==> src/rtl/slv_guard_pkg.sv <==
// Shared types and constants for the slv_guard recovery sequencer.
package slv_guard_pkg;

    localparam int unsigned CNT_WIDTH_DEFAULT = 32;

    typedef enum logic [2:0] {
        IDLE    = 3'd0,
        ISOLATE = 3'd1,
        RESET   = 3'd2,
        RELEASE = 3'd3,
        REJOIN  = 3'd4,
        FATAL   = 3'd5
    } rst_ctrl_state_e;

    function automatic int unsigned max_u(input int unsigned a, input int unsigned b);
        return (a > b) ? a : b;
    endfunction

endpackage

==> src/rtl/slv_guard_timer.sv <==
// Up-counter with synchronous clear, enable and a compare-to-limit terminal count.
module slv_guard_timer #(
    parameter int unsigned Width = 8
) (
    input  logic             clk_i,
    input  logic             rst_i,
    input  logic             clr_i,
    input  logic             en_i,
    input  logic [Width-1:0] limit_i,
    output logic             tc_c
);

    logic [Width-1:0] cnt_q;

    always_ff @(posedge clk_i) begin
        if (rst_i || clr_i) begin
            cnt_q <= '0;
        end else if (en_i) begin
            cnt_q <= cnt_q + Width'(1);
        end
    end

    assign tc_c = (cnt_q == limit_i);

endmodule

==> src/rtl/slv_guard_rst_ctrl.sv <==
// Recovery sequencer: isolates, resets, clears and rejoins the protected subordinate
// on a guard reset request, with retry escalation and a sticky host interrupt.
module slv_guard_rst_ctrl
    import slv_guard_pkg::*;
#(
    parameter int unsigned RstCycles     = 16,
    parameter int unsigned IsoTimeout    = 256,
    parameter int unsigned HoldOffCycles = 8,
    parameter int unsigned QuietCycles   = 1024,
    parameter int unsigned MaxRetries    = 3,
    parameter int unsigned CntWidth      = CNT_WIDTH_DEFAULT
) (
    input  logic                clk_i,
    input  logic                rst_i,
    input  logic                rst_req_i,
    input  logic                irq_i,
    input  logic                isolated_i,
    input  logic                irq_clr_i,
    output logic                isolate_o,
    output logic                slv_rst_no,
    output logic                guard_clr_o,
    output logic                irq_o,
    output logic                busy_o,
    output logic                fatal_o,
    output logic [CntWidth-1:0] rst_cnt_o
);

    localparam int unsigned MaxCycles  = max_u(max_u(RstCycles, IsoTimeout),
                                               max_u(HoldOffCycles, QuietCycles));
    localparam int unsigned TmrWidth   = $clog2(MaxCycles) + 1;
    localparam int unsigned RetryWidth = $clog2(MaxRetries + 2);

    rst_ctrl_state_e         state_q, state_d;
    logic [TmrWidth-1:0]     tmr_limit;
    logic                    tmr_clr, tmr_en, tmr_tc;
    logic                    quiet_en, quiet_tc;
    logic [RetryWidth-1:0]   retry_q;
    logic                    iso_to, rejoin_done, retry_clr;
    logic                    isolate_d, slv_rst_d, guard_clr_d, busy_d, fatal_d, irq_set;

    // Next state plus the values every registered output takes next cycle.
    always_comb begin
        state_d     = state_q;
        iso_to      = 1'b0;
        tmr_limit   = '0;
        rejoin_done = 1'b0;
        isolate_d   = 1'b0;
        slv_rst_d   = 1'b1;
        guard_clr_d = 1'b0;
        busy_d      = 1'b0;
        fatal_d     = 1'b0;
        irq_set     = 1'b0;

        case (state_q)
            IDLE: begin
                if (rst_req_i) begin
                    state_d = (retry_q == RetryWidth'(MaxRetries)) ? FATAL : ISOLATE;
                end
            end
            ISOLATE: begin
                tmr_limit = TmrWidth'(IsoTimeout - 1);
                if (isolated_i) begin
                    state_d = RESET;
                end else if (tmr_tc) begin
                    state_d = RESET;
                    iso_to  = 1'b1;
                end
            end
            RESET: begin
                tmr_limit = TmrWidth'(RstCycles - 1);
                if (tmr_tc) state_d = RELEASE;
            end
            RELEASE: begin
                tmr_limit = TmrWidth'(HoldOffCycles - 1);
                if (tmr_tc) state_d = REJOIN;
            end
            REJOIN: begin
                if (!isolated_i) state_d = IDLE;
            end
            FATAL: state_d = FATAL;
            default: state_d = IDLE;
        endcase

        rejoin_done = (state_q == REJOIN) && (state_d == IDLE);
        isolate_d   = state_d inside {ISOLATE, RESET, RELEASE, FATAL};
        slv_rst_d   = !(state_d inside {RESET, FATAL});
        guard_clr_d = (state_q == RELEASE) && (state_d == REJOIN);
        busy_d      = (state_d != IDLE);
        fatal_d     = (state_d == FATAL);
        irq_set     = irq_i || iso_to || fatal_d;
    end

    // One phase timer shared by ISOLATE/RESET/RELEASE; restarts on every state change.
    assign tmr_clr = (state_d != state_q);
    assign tmr_en  = state_q inside {ISOLATE, RESET, RELEASE};

    slv_guard_timer #(.Width(TmrWidth)) u_phase_tmr (
        .clk_i   (clk_i),
        .rst_i   (rst_i),
        .clr_i   (tmr_clr),
        .en_i    (tmr_en),
        .limit_i (tmr_limit),
        .tc_c    (tmr_tc)
    );

    // Quiet timer parks at its limit so the retry clear holds while IDLE continues.
    assign quiet_en  = (state_q == IDLE) && !quiet_tc;
    assign retry_clr = (state_q == IDLE) && quiet_tc;

    slv_guard_timer #(.Width(TmrWidth)) u_quiet_tmr (
        .clk_i   (clk_i),
        .rst_i   (rst_i),
        .clr_i   (rejoin_done),
        .en_i    (quiet_en),
        .limit_i (TmrWidth'(QuietCycles - 1)),
        .tc_c    (quiet_tc)
    );

    always_ff @(posedge clk_i) begin
        if (rst_i) begin
            state_q     <= IDLE;
            isolate_o   <= 1'b0;
            slv_rst_no  <= 1'b1;
            guard_clr_o <= 1'b0;
            irq_o       <= 1'b0;
            busy_o      <= 1'b0;
            fatal_o     <= 1'b0;
            rst_cnt_o   <= '0;
            retry_q     <= '0;
        end else begin
            state_q     <= state_d;
            isolate_o   <= isolate_d;
            slv_rst_no  <= slv_rst_d;
            guard_clr_o <= guard_clr_d;
            busy_o      <= busy_d;
            fatal_o     <= fatal_d;

            if (irq_set) begin
                irq_o <= 1'b1;
            end else if (irq_clr_i) begin
                irq_o <= 1'b0;
            end

            if (rejoin_done && (rst_cnt_o != '1)) begin
                rst_cnt_o <= rst_cnt_o + CntWidth'(1);
            end

            if (rejoin_done) begin
                if (retry_q != RetryWidth'(MaxRetries)) retry_q <= retry_q + RetryWidth'(1);
            end else if (retry_clr) begin
                retry_q <= '0;
            end
        end
    end

endmodule

==> config.mk <==
export PLATFORM = sky130hd
export DESIGN_NAME = slv_guard_rst_ctrl
export DESIGN_NICKNAME = d
export VERILOG_FILES = /design/src/rtl/slv_guard_pkg.sv /design/src/rtl/slv_guard_timer.sv /design/src/rtl/slv_guard_rst_ctrl.sv
export SDC_FILE = /design/constraint.sdc
export NUM_CORES = 1
export LEC_CHECK = 0
export CORE_MARGIN = 2
export CORE_UTILIZATION = 50
export CTS_BUF_LIST = sky130_fd_sc_hd__clkbuf_8
export CTS_CLUSTER_DIAMETER = 50
export CTS_CLUSTER_SIZE = 24
export DETAILED_ROUTE_END_ITERATION = 6
export PLACE_DENSITY = 0.77
export SYNTH_ARGS = -nofsm -noshare
export SYNTH_HDL_FRONTEND = slang
export SYNTH_HIERARCHICAL = 1
export SYNTH_SLANG_ARGS = --single-unit
==> constraint.sdc <==
create_clock -name clk_i -period 7.98 [get_ports clk_i]
set_input_delay 1.596 -clock clk_i [delete_from_list [all_inputs] [get_ports clk_i]]
set_output_delay 1.596 -clock clk_i [all_outputs]
set_load 0.05 [all_outputs]
# --- Word level (Yosys, flattened, before mapping) ---
# Index checks and enable logic that the tools add are counted.
word_totals:
  register_bits: 66
  inputBits: 6
  word_cells: 69
op_classes:
  n_mux: 17
  n_reduce_logical: 20
  addsub: 4
  eq_ne: 17
ops:
  columns: ["operator", "n"]
  rows:
  - ["$add 32x1->32 const B", 1]
  - ["$ne 32x32->1 const B", 1]
  - ["$mux 3", 10]
  - ["$pmux 8 s3", 1]
  - ["$add 11x1->11 const B", 2]
  - ["$pmux 3 s6", 1]
  - ["$eq 3x2->1 const B", 5]
  - ["$eq 3x3->1 const B", 4]
  - ["$eq 11x10->1 const B", 1]
  - ["$eq 11x8->1", 1]
  - ["$eq 3x1->1 const B", 2]
  - ["$logic_not 3->1", 2]
  - ["$reduce_bool 2->1", 3]
  - ["$reduce_bool 3->1", 2]
  - ["$logic_and 1x1->1", 5]
  - ["$mux 1", 5]
  - ["$logic_or 1x1->1", 4]
  - ["$reduce_bool 4->1", 1]
  - ["$add 3x1->3 const B", 1]
  - ["$ne 3x2->1 const B", 1]
  - ["$ne 3x3->1", 1]
  - ["$logic_not 1->1", 2]
  - ["$ne 2x1->1 const B", 1]
  - ["$reduce_and 2->1", 1]

# --- Depth between registers and ports, before layout ---
# Gate-level depths: netlist of run 1.
logic_depth:
  depth_word: 10
  depth_mapped: 15
  depth_no_buf: 13

# --- Hierarchy ---
# Netlist of run 1, hierarchy kept.
by_module_without_submodules:
  columns: ["mod", "area_per_inst_um2", "seq_area_each_um2", "cells_each", "n_inst"]
  rows:
  - ["slv_guard_rst_ctrl", 2299.7, 880.8, 279, 1]
  - ["slv_guard_timer", 621.8, 220.2, 69, 2]

# --- Least setup slack after synthesis of run 1 ---
# No wires, ideal clock.
synth_timing:
  path_kind: "in2reg"
  startpoint: "input isolated_i"
  endpoint: "register rst_cnt_o[14]"
  required_time_ps: 7852
  setup_slack_ps: 4534
  stages: 7
  n_path_buf: 2
  arrival_ps: 3318
  path_cell_list: "or4b_1 buf_6 or4_4 buf_6 a211oi_2 xnor2_1 nor2_1"
synth_via:
  elab_chain_len: 5
  elab_cells_between_ends: 6
synth_rtl:
  columns: ["item", "line", "source"]
  rows:
  - ["from (decl)", "slv_guard_rst_ctrl.sv:17", "input logic isolated_i,"]
  - ["$mux 3 (on tied branches)", "slv_guard_rst_ctrl.sv:78, slv_guard_rst_ctrl.sv:62", null]
  - ["$pmux 3 s6 (*)", "slv_guard_rst_ctrl.sv:54", "case (state_q)"]
  - ["$logic_not 3->1 (*)", "slv_guard_rst_ctrl.sv:84", "rejoin_done = (state_q == REJOIN) && (state_d == IDLE);"]
  - ["$logic_and 1x1->1 (*)", "slv_guard_rst_ctrl.sv:84", null]
  - ["$logic_and 1x1->1 (*)", "slv_guard_rst_ctrl.sv:144", "if (rejoin_done && (rst_cnt_o != '1)) begin"]
  - ["to (signal assigned)", "slv_guard_rst_ctrl.sv:145", "rst_cnt_o <= rst_cnt_o + CntWidth'(1);"]
  - ["to (decl)", "slv_guard_rst_ctrl.sv:25", "output logic [CntWidth-1:0] rst_cnt_o"]
# Mark *: on every way between the ends. The rest lies on a longest branch, timed or not.
# A chain may end at the register's enable or synchronous reset.

# --- Final worst setup path of run 1 ---
layout_timing:
  startpoint: "register state_q[0]"
  endpoint: "register u_phase_tmr.cnt_q[10]"
layout_via:
  elab_chain_len: 8
  elab_cells_between_ends: 18
layout_rtl:
  columns: ["item", "line", "source"]
  rows:
  - ["from (decl)", "slv_guard_rst_ctrl.sv:33", "rst_ctrl_state_e state_q, state_d;"]
  - ["from (signal assigned)", "slv_guard_rst_ctrl.sv:131", "state_q <= state_d;"]
  - ["$eq 3x2->1 / $eq 3x1->1 (equally long branches)", "slv_guard_rst_ctrl.sv:54", null]
  - ["$pmux 8 s3 (*)", "slv_guard_rst_ctrl.sv:54", null]
  - ["via tmr_limit[4]", "slv_guard_rst_ctrl.sv:34", "logic [TmrWidth-1:0] tmr_limit;"]
  - ["$eq 11x8->1 (*)", "slv_guard_timer.sv:23", "assign tc_c = (cnt_q == limit_i);"]
  - ["via tmr_tc", "slv_guard_rst_ctrl.sv:35", "logic tmr_clr, tmr_en, tmr_tc;"]
  - ["$mux 3", "slv_guard_rst_ctrl.sv:64", "end else if (tmr_tc) begin"]
  - ["$mux 3", "slv_guard_rst_ctrl.sv:62", "if (isolated_i) begin"]
  - ["$pmux 3 s6 (*)", "slv_guard_rst_ctrl.sv:54", null]
  - ["$ne 3x3->1 (*)", "slv_guard_rst_ctrl.sv:94", "assign tmr_clr = (state_d != state_q);"]
  - ["via tmr_clr", "slv_guard_rst_ctrl.sv:35", null]
  - ["$logic_or 1x1->1 (*)", "slv_guard_timer.sv:16", "if (rst_i || clr_i) begin"]
  - ["to (signal assigned)", "slv_guard_timer.sv:19", "cnt_q <= cnt_q + Width'(1);"]
  - ["to (decl)", "slv_guard_timer.sv:13", "logic [Width-1:0] cnt_q;"]
# The timed path passes the listed nets; every way through them passes the cells marked *.

==> reports/summary.txt, run 1 <==
Cells after Synth = 417
chip width = 88.2 um
hold slack = 0.457 ns
crit-path cells = inv_1 > nor3_1 > xnor2_1 > nand4_1 > nor3_1 > xor2_1 > a21oi_1 > o32a_1 > o21ai_0 > a22oi_1 > nor2_1 > o311ai_1 > o41ai_1
Critical Path Start Type = flop
largest net degree at the start of global routing = 55
Comb pwr share = 9.1%
Slew Limit Fails = 0
relative slew slack = 21.5%
worst-path maximum fanout = 11
worst slew pin tran = 1.17 ns
# setup viols final = 0
I/O Buffers = 43
routability cong. = 0.825
Final min period = 4.10 ns
initial core utilization = 51.9%
Sink Count = 66
max-cap violations = 0
largest family of logic cells by synthesized area = simple AND/OR/NAND/NOR gates
adder-cell share of the synthesized area = 1.77%
Hold Crit Class = reg2reg
DRC Markers = 0
vias in the first global route = 2841
Die Height = 88.2 um
switching pwr = 180 uW
Setup CP Type = reg2reg
busiest layer in global routing = met2
post-synth cell types = 52
Rows = 30
Power Density = 174 nW/um2
1st-pass router iterations = 4
Int Pwr = 568 uW
sequential share of the synthesized area = 37.3%
Data required, critical path = 8.20 ns
layout cells sized above 1 = 8.51%
Syn Std Cell Area = 3540 um2
status = finished clean
CP peak stage delay = 0.69 ns
via count = 3153
CP top delay family = simple AND/OR/NAND/NOR gates
later-pin clock latency in the skew report = 0.34 ns
Post-synth EDFFs = 0
GRT Total Usage = 20.9%
Final Hold Fails = 0
post-synthesis simple-gate area fraction = 27.5%
die area = 7780 um2
I/O pins = 44
skew final = 0.0112 ns
overall power = 748 uW
CTS tree = built
core area = 6830 um2
grt total ovfl = 0
Hold-fix buffers, CTS = 0
maximum VDD drop = 81.8 uV
Worst Path Arrival = 4.32 ns
fin util = 62.8%
Buf+Inv Stages, Crit Path = 1
Synth Area in XOR/XNOR = 12.1%
Clk network pwr share = 44.9%
setup TNS = 0 ns
nature of the critical path endpoint = flop
post-route antenna net violation count = 0
DRT Wirelength = 7.80 mm
Flop pwr share = 46.1%
DRT iter0 DRCs = 103
wire per inst = 13.8 um
nets@finish = 476
period utilisation layout = 51.4%
H-tree Lvls = 3
# diodes = 0
Max stage delay cell, worst path = nor3_1
Main synth FF type = dfxtp_1
compound-gate portion of the synthesized area = 14.9%
area grow syn2layout = 21.1%
clock slew at reported path FFs = 0.07 ns
post-DP HPWL = 5.43 mm
first-pass GRT wire length = 13.0 mm
TritonCTS Buffers = 9
maximum clock rate = 0.244 GHz
Longest Clk Path Bufs = 2
antenna violations before repair = 0
ys async rst share = 0%
Leak = 0.00143 uW
GR Util met1 = 28.2%
mux cell area share after synthesis = 2.05%
Post-CTS Setup Inserts = 0
most frequent cell on the critical path = nor3_1
warnings from Yosys = 6
post-cts sizing count = 0
synthesized area per cell = 8.50 um2
Sw Share = 24.0%
RSZ-0062 raised after global routing = no
vias per cell = 5.57
met2 GRT Util = 33.3%
#FFs+latches synth = 66
met3 global-route usage = 3.86%
Clock Root Buffer = clkbuf_8
[registers in the layout, indices dropped and copies added (netlist names)]
signal and cells:
fatal_o 1, busy_o 1, guard_clr_o 1, isolate_o 1, irq_o 1, slv_rst_no 1, state_q 3, u_quiet_tmr/cnt_q 11
retry_q 3, u_phase_tmr/cnt_q 11, rst_cnt_o 32
[kinds of logic after synthesis]
family                     Yosys count
and+or+nand+nor                    174
AOI/OAI and AO/OA                   80
DFF                                 66
xor gates and xnor gates            49
buffers and inverters               34
muxes                                7
adders and majority gates            5
other                                2
[synth_stat cells (all sizes together) (6+ instances only)]
library cell	count	area (um2)
a21oi	26	130
a31o	6	52.6
a31oi	7	43.8
clkbuf	14	52.6
dfxtp	66	1320
inv	15	56.3
nand2	28	105
nand3	12	60.1
nand4	21	174
nor2	48	180
nor3	12	60.1
nor4	9	92.6
o21ai	14	70.1
or3	17	106
or4	6	48.8
xnor2	39	342
xor2	10	87.6
[power groups by stage]
| stage | Clock, uW | Sequential (uW) | Combinational, uW |
|---|---|---|---|
| 5_1_grt | 354 | 346 | 74.5 |
| 2_1_floorplan | 0 | 357 | 45.9 |
| 4_1_cts | 339 | 345 | 67.8 |
| 3_5_place_dp | 0 | 352 | 67.0 |
| 6_report | 336 | 345 | 67.9 |
| 3_3_place_gp | 0 | 352 | 65.1 |
[stage by stage]
step                worst slack [ns]  cell area, um2  instances
global placement                3.71            4060        550
CTS                             3.96            4290        566
detailed placement              3.66            4060        550
finish                          3.88            4290        566
floorplan                       4.53            3590        429
global route                    3.54            4290        566
[tightest hold or removal path: cells and delay by family (launching register included)]
kind               cells  cell delay (ns)
DFF                    1             0.31
and+or+nand+nor        1             0.05
AOI/OAI and AO/OA      1             0.05
[placed cells by master (no fill, tap or decap), types with 5 or more instances in the layout]
cell and instances:
xnor2_1 39, nor3_1 12, or3_1 17, xor2_1 10
clkdlybuf4s50_1 42, o31ai_1 5, nand4_1 17, conb_1 14
a21oi_1 26, ha_1 5, a31oi_1 7, o211ai_1 5
clkbuf_8 9, nand2_1 28, or4_1 5, dfxtp_1 66
o21ai_0 14, a31o_2 6, nor4_1 5, mux2i_1 5
nor2_1 48, nand3_1 12, inv_1 17
[final timing paths]
path	endpoint	depth (start not counted)	slack (ns)	startpoint
worst min register to register	retry_q[1]	2	0.46	retry_q[1]
worst max register to register	u_phase_tmr/cnt_q[10]	13	3.88	state_q[0]
worst max-delay path	u_phase_tmr/cnt_q[10]	13	3.88	state_q[0]
worst min-delay path	retry_q[1]	2	0.46	retry_q[1]
[routing by layer]
layer | vias up | share of wire (%)
li1 | 1580 | -
met5 | - | 0
met1 | 1498 | 49
met4 | 0 | 0.99
met3 | 8 | 3.7
met2 | 67 | 46
[layout make-up]
| type | count | area, um2 |
|---|---|---|
| clock inverter | 7 | 110 |
| fill | 601 | 2540 |
| inverter | 15 | 56.3 |
| sequential | 66 | 1320 |
| clock buffer | 9 | 124 |
| tap | 96 | 120 |
| timing repair buffer | 44 | 433 |
| multi-input combinational | 329 | 2130 |
Note: power is estimated with default switching activity, not from simulation.
==> run 2: changes to the inputs <==
PLACE_DENSITY = 0.8   (was 0.77)
clock period = 3.6 ns   (was 7.98 ns; I/O delays follow)
==> run 2 against run 1 <==
Clock power is 71% higher. Cell count grew 1.1%. Critical path depth is the same. Clock skew fell by 0.0020 ns. Largest power group unchanged. Via count down 0.25%. Register-to-register slack worse by 3.3 ns. Sequential share of layout area grew 0.11 points. First-iteration DRC count is 3.9% higher. Clock-buffer cell count is 1 higher.
==> reports/summary.txt, run 2 (synthesis gave the netlist of run 1 again) <==
relative slew slack = 37.6%
Setup CP Type = reg2reg
DRT Wirelength = 7.75 mm
I/O pins = 44
layout cells sized above 1 = 10.5%
largest registers = rst_cnt_o (32), u_phase_tmr/cnt_q (11), u_quiet_tmr/cnt_q (11)
DRC Markers = 0
r2r endpoint = u_phase_tmr/cnt_q[10]
Worst Path Arrival = 3.30 ns
Final Hold Fails = 0
routability cong. = 0.819
Top reg by flops = rst_cnt_o
post-route antenna net violation count = 0
# diodes = 0
H-tree Lvls = 3
worst-path maximum fanout = 11
wire per inst = 13.5 um
die area = 7780 um2
# setup viols final = 0
post-cts sizing count = 0
Final min period = 3.07 ns
Worst Hold End = retry_q[2]
switching pwr = 411 uW
Longest Clk Path Bufs = 2
Sw Share = 27.6%
grt total ovfl = 0
area grow syn2layout = 20.9%
Reg2Reg Setup Slack = 0.53 ns
nature of the critical path endpoint = flop
Clock Root Buffer = clkbuf_8
setup ws final = 0.535 ns
Clk network pwr share = 38.5%
Die Height = 88.2 um
Leak = 0.00142 uW
max-cap violations = 0
Sink Count = 66
Critical Path Start Type = flop
setup TNS = 0 ns
vias in the first global route = 2955
R2R depth = 13
Hold-fix buffers, CTS = 0
nets@finish = 482
skew final = 0.00922 ns
final non-filler cell total = 572
FF-to-FF Start = state_q[0]
Flop pwr share = 51.3%
Data required, critical path = 3.84 ns
RSZ-0062 raised after global routing = no
max reg flops = 32
period utilisation layout = 85.1%
Min-Delay Startpoint = retry_q[2]
GRT Total Usage = 21.3%
Crit. Startpoint = state_q[0]
post-DP HPWL = 5.48 mm
Int Pwr = 1080 uW
via count = 3145
clock slew at reported path FFs = 0.07 ns
core area = 6830 um2
pre-CTS WS = 0.377 ns
filler instances = 605
Comb pwr share = 10.1%
vias per cell = 5.50
Post-CTS Setup Inserts = 0
chip width = 88.2 um
largest net degree at the start of global routing = 55
maximum VDD drop = 198 uV
antenna violations before repair = 0
commonest non-fill, non-tap cell in the layout = dfxtp_1
TritonCTS Buffers = 9
initial core utilization = 51.9%
commonest non-fill, non-tap cells in the layout = dfxtp_1, nor2_1, clkdlybuf4s50_1
later-pin clock latency in the skew report = 0.34 ns
Placed Cells = 556
I/O Buffers = 43
1st-pass router iterations = 4
Power Density = 347 nW/um2
maximum clock rate = 0.326 GHz
Slew Limit Fails = 0
CTS tree = built
Hold Crit Class = reg2reg
Rows = 30
DRT iter0 DRCs = 107
worst hold path depth = 2
worst slew pin tran = 0.936 ns
first-pass GRT wire length = 13.4 mm
status = finished clean
==> run 2: cell count changes in the layout (fill, tap and decap cells not counted), sizes merged <==
cell	previous run	this run
buf	2	8
bufinv	3	0
clkinvlp	1	3
clkbuf	9	10
inv	17	16
clkinv	1	2
==> run 2: power groups by stage <==
| stage | combinational, uW | clock (uW) | sequential (uW) |
|---|---|---|---|
| after global routing | 170 | 617 | 766 |
| after CTS | 151 | 580 | 763 |
| after floorplan | 102 | 0 | 791 |
| after detailed placement | 150 | 0 | 780 |
| after global placement | 146 | 0 | 780 |
| final | 150 | 573 | 764 |
==> run 2: through the flow <==
stage          hold slack, ns  util, %  area, um2  total power (uW)
4_1_cts                 0.460     62.7       4280              1490
3_3_place_gp            0.440     60.0       4100               926
3_5_place_dp            0.450     60.0       4100               930
2_1_floorplan           0.432        -       3590               892
5_1_grt                 0.491     62.7       4280              1550
6_report                0.455     62.7       4280              1490
==> run 2: layer usage <==
layer	vias to the layer above	part of all wire (%)	GRT usage (%)
met1	1458	49	29.9
met2	75	45	32.8
li1	1600	-	-
met5	-	0	0
met4	0	1.2	6.34
met3	12	4.6	4.62
==> run 2: layout make-up <==
cell class | count | area, um2 | share of cell area (%)
clock buffers | 10 | 138 | 3.21
clock inverters | 6 | 41.3 | 0.964
inverters | 15 | 56.3 | 1.31
multi-input cells | 329 | 2130 | 49.6
flip-flops and latches | 66 | 1320 | 30.9
well taps | 96 | 120 | 2.80
repair buffers | 50 | 478 | 11.2
==> run 2: worst max-delay path by stage <==
stage | endpoint | slack [ns] | depth (start not counted)
2_1_floorplan | u_phase_tmr/cnt_q[10] | 0.33 | 14
3_3_place_gp | rst_cnt_o[17] | 0.36 | 6
3_5_place_dp | rst_cnt_o[17] | 0.38 | 6
4_1_cts | u_phase_tmr/cnt_q[10] | 0.38 | 13
5_1_grt | u_phase_tmr/cnt_q[10] | 0.17 | 13
6_report | u_phase_tmr/cnt_q[10] | 0.53 | 13
==> run 2: critical path: stages, from the launching register on <==
cell     delay, ns
dfxtp_2       0.44
inv_1         0.11
nor3_1        0.24
buf_4         0.20
xnor2_1       0.11
nand4_1       0.10
nor3_1        0.27
xor2_1        0.18
a21oi_1       0.10
o32a_1        0.26
o21ai_0       0.20
a22oi_1       0.14
or3_1         0.38
o41ai_1       0.24
==> run 3: changes to the inputs <==
SKIP_CTS_REPAIR_TIMING = 1   (was default)
==> results of run 3 <==
Final layout, timing and power as in run 2 (identical DEF).
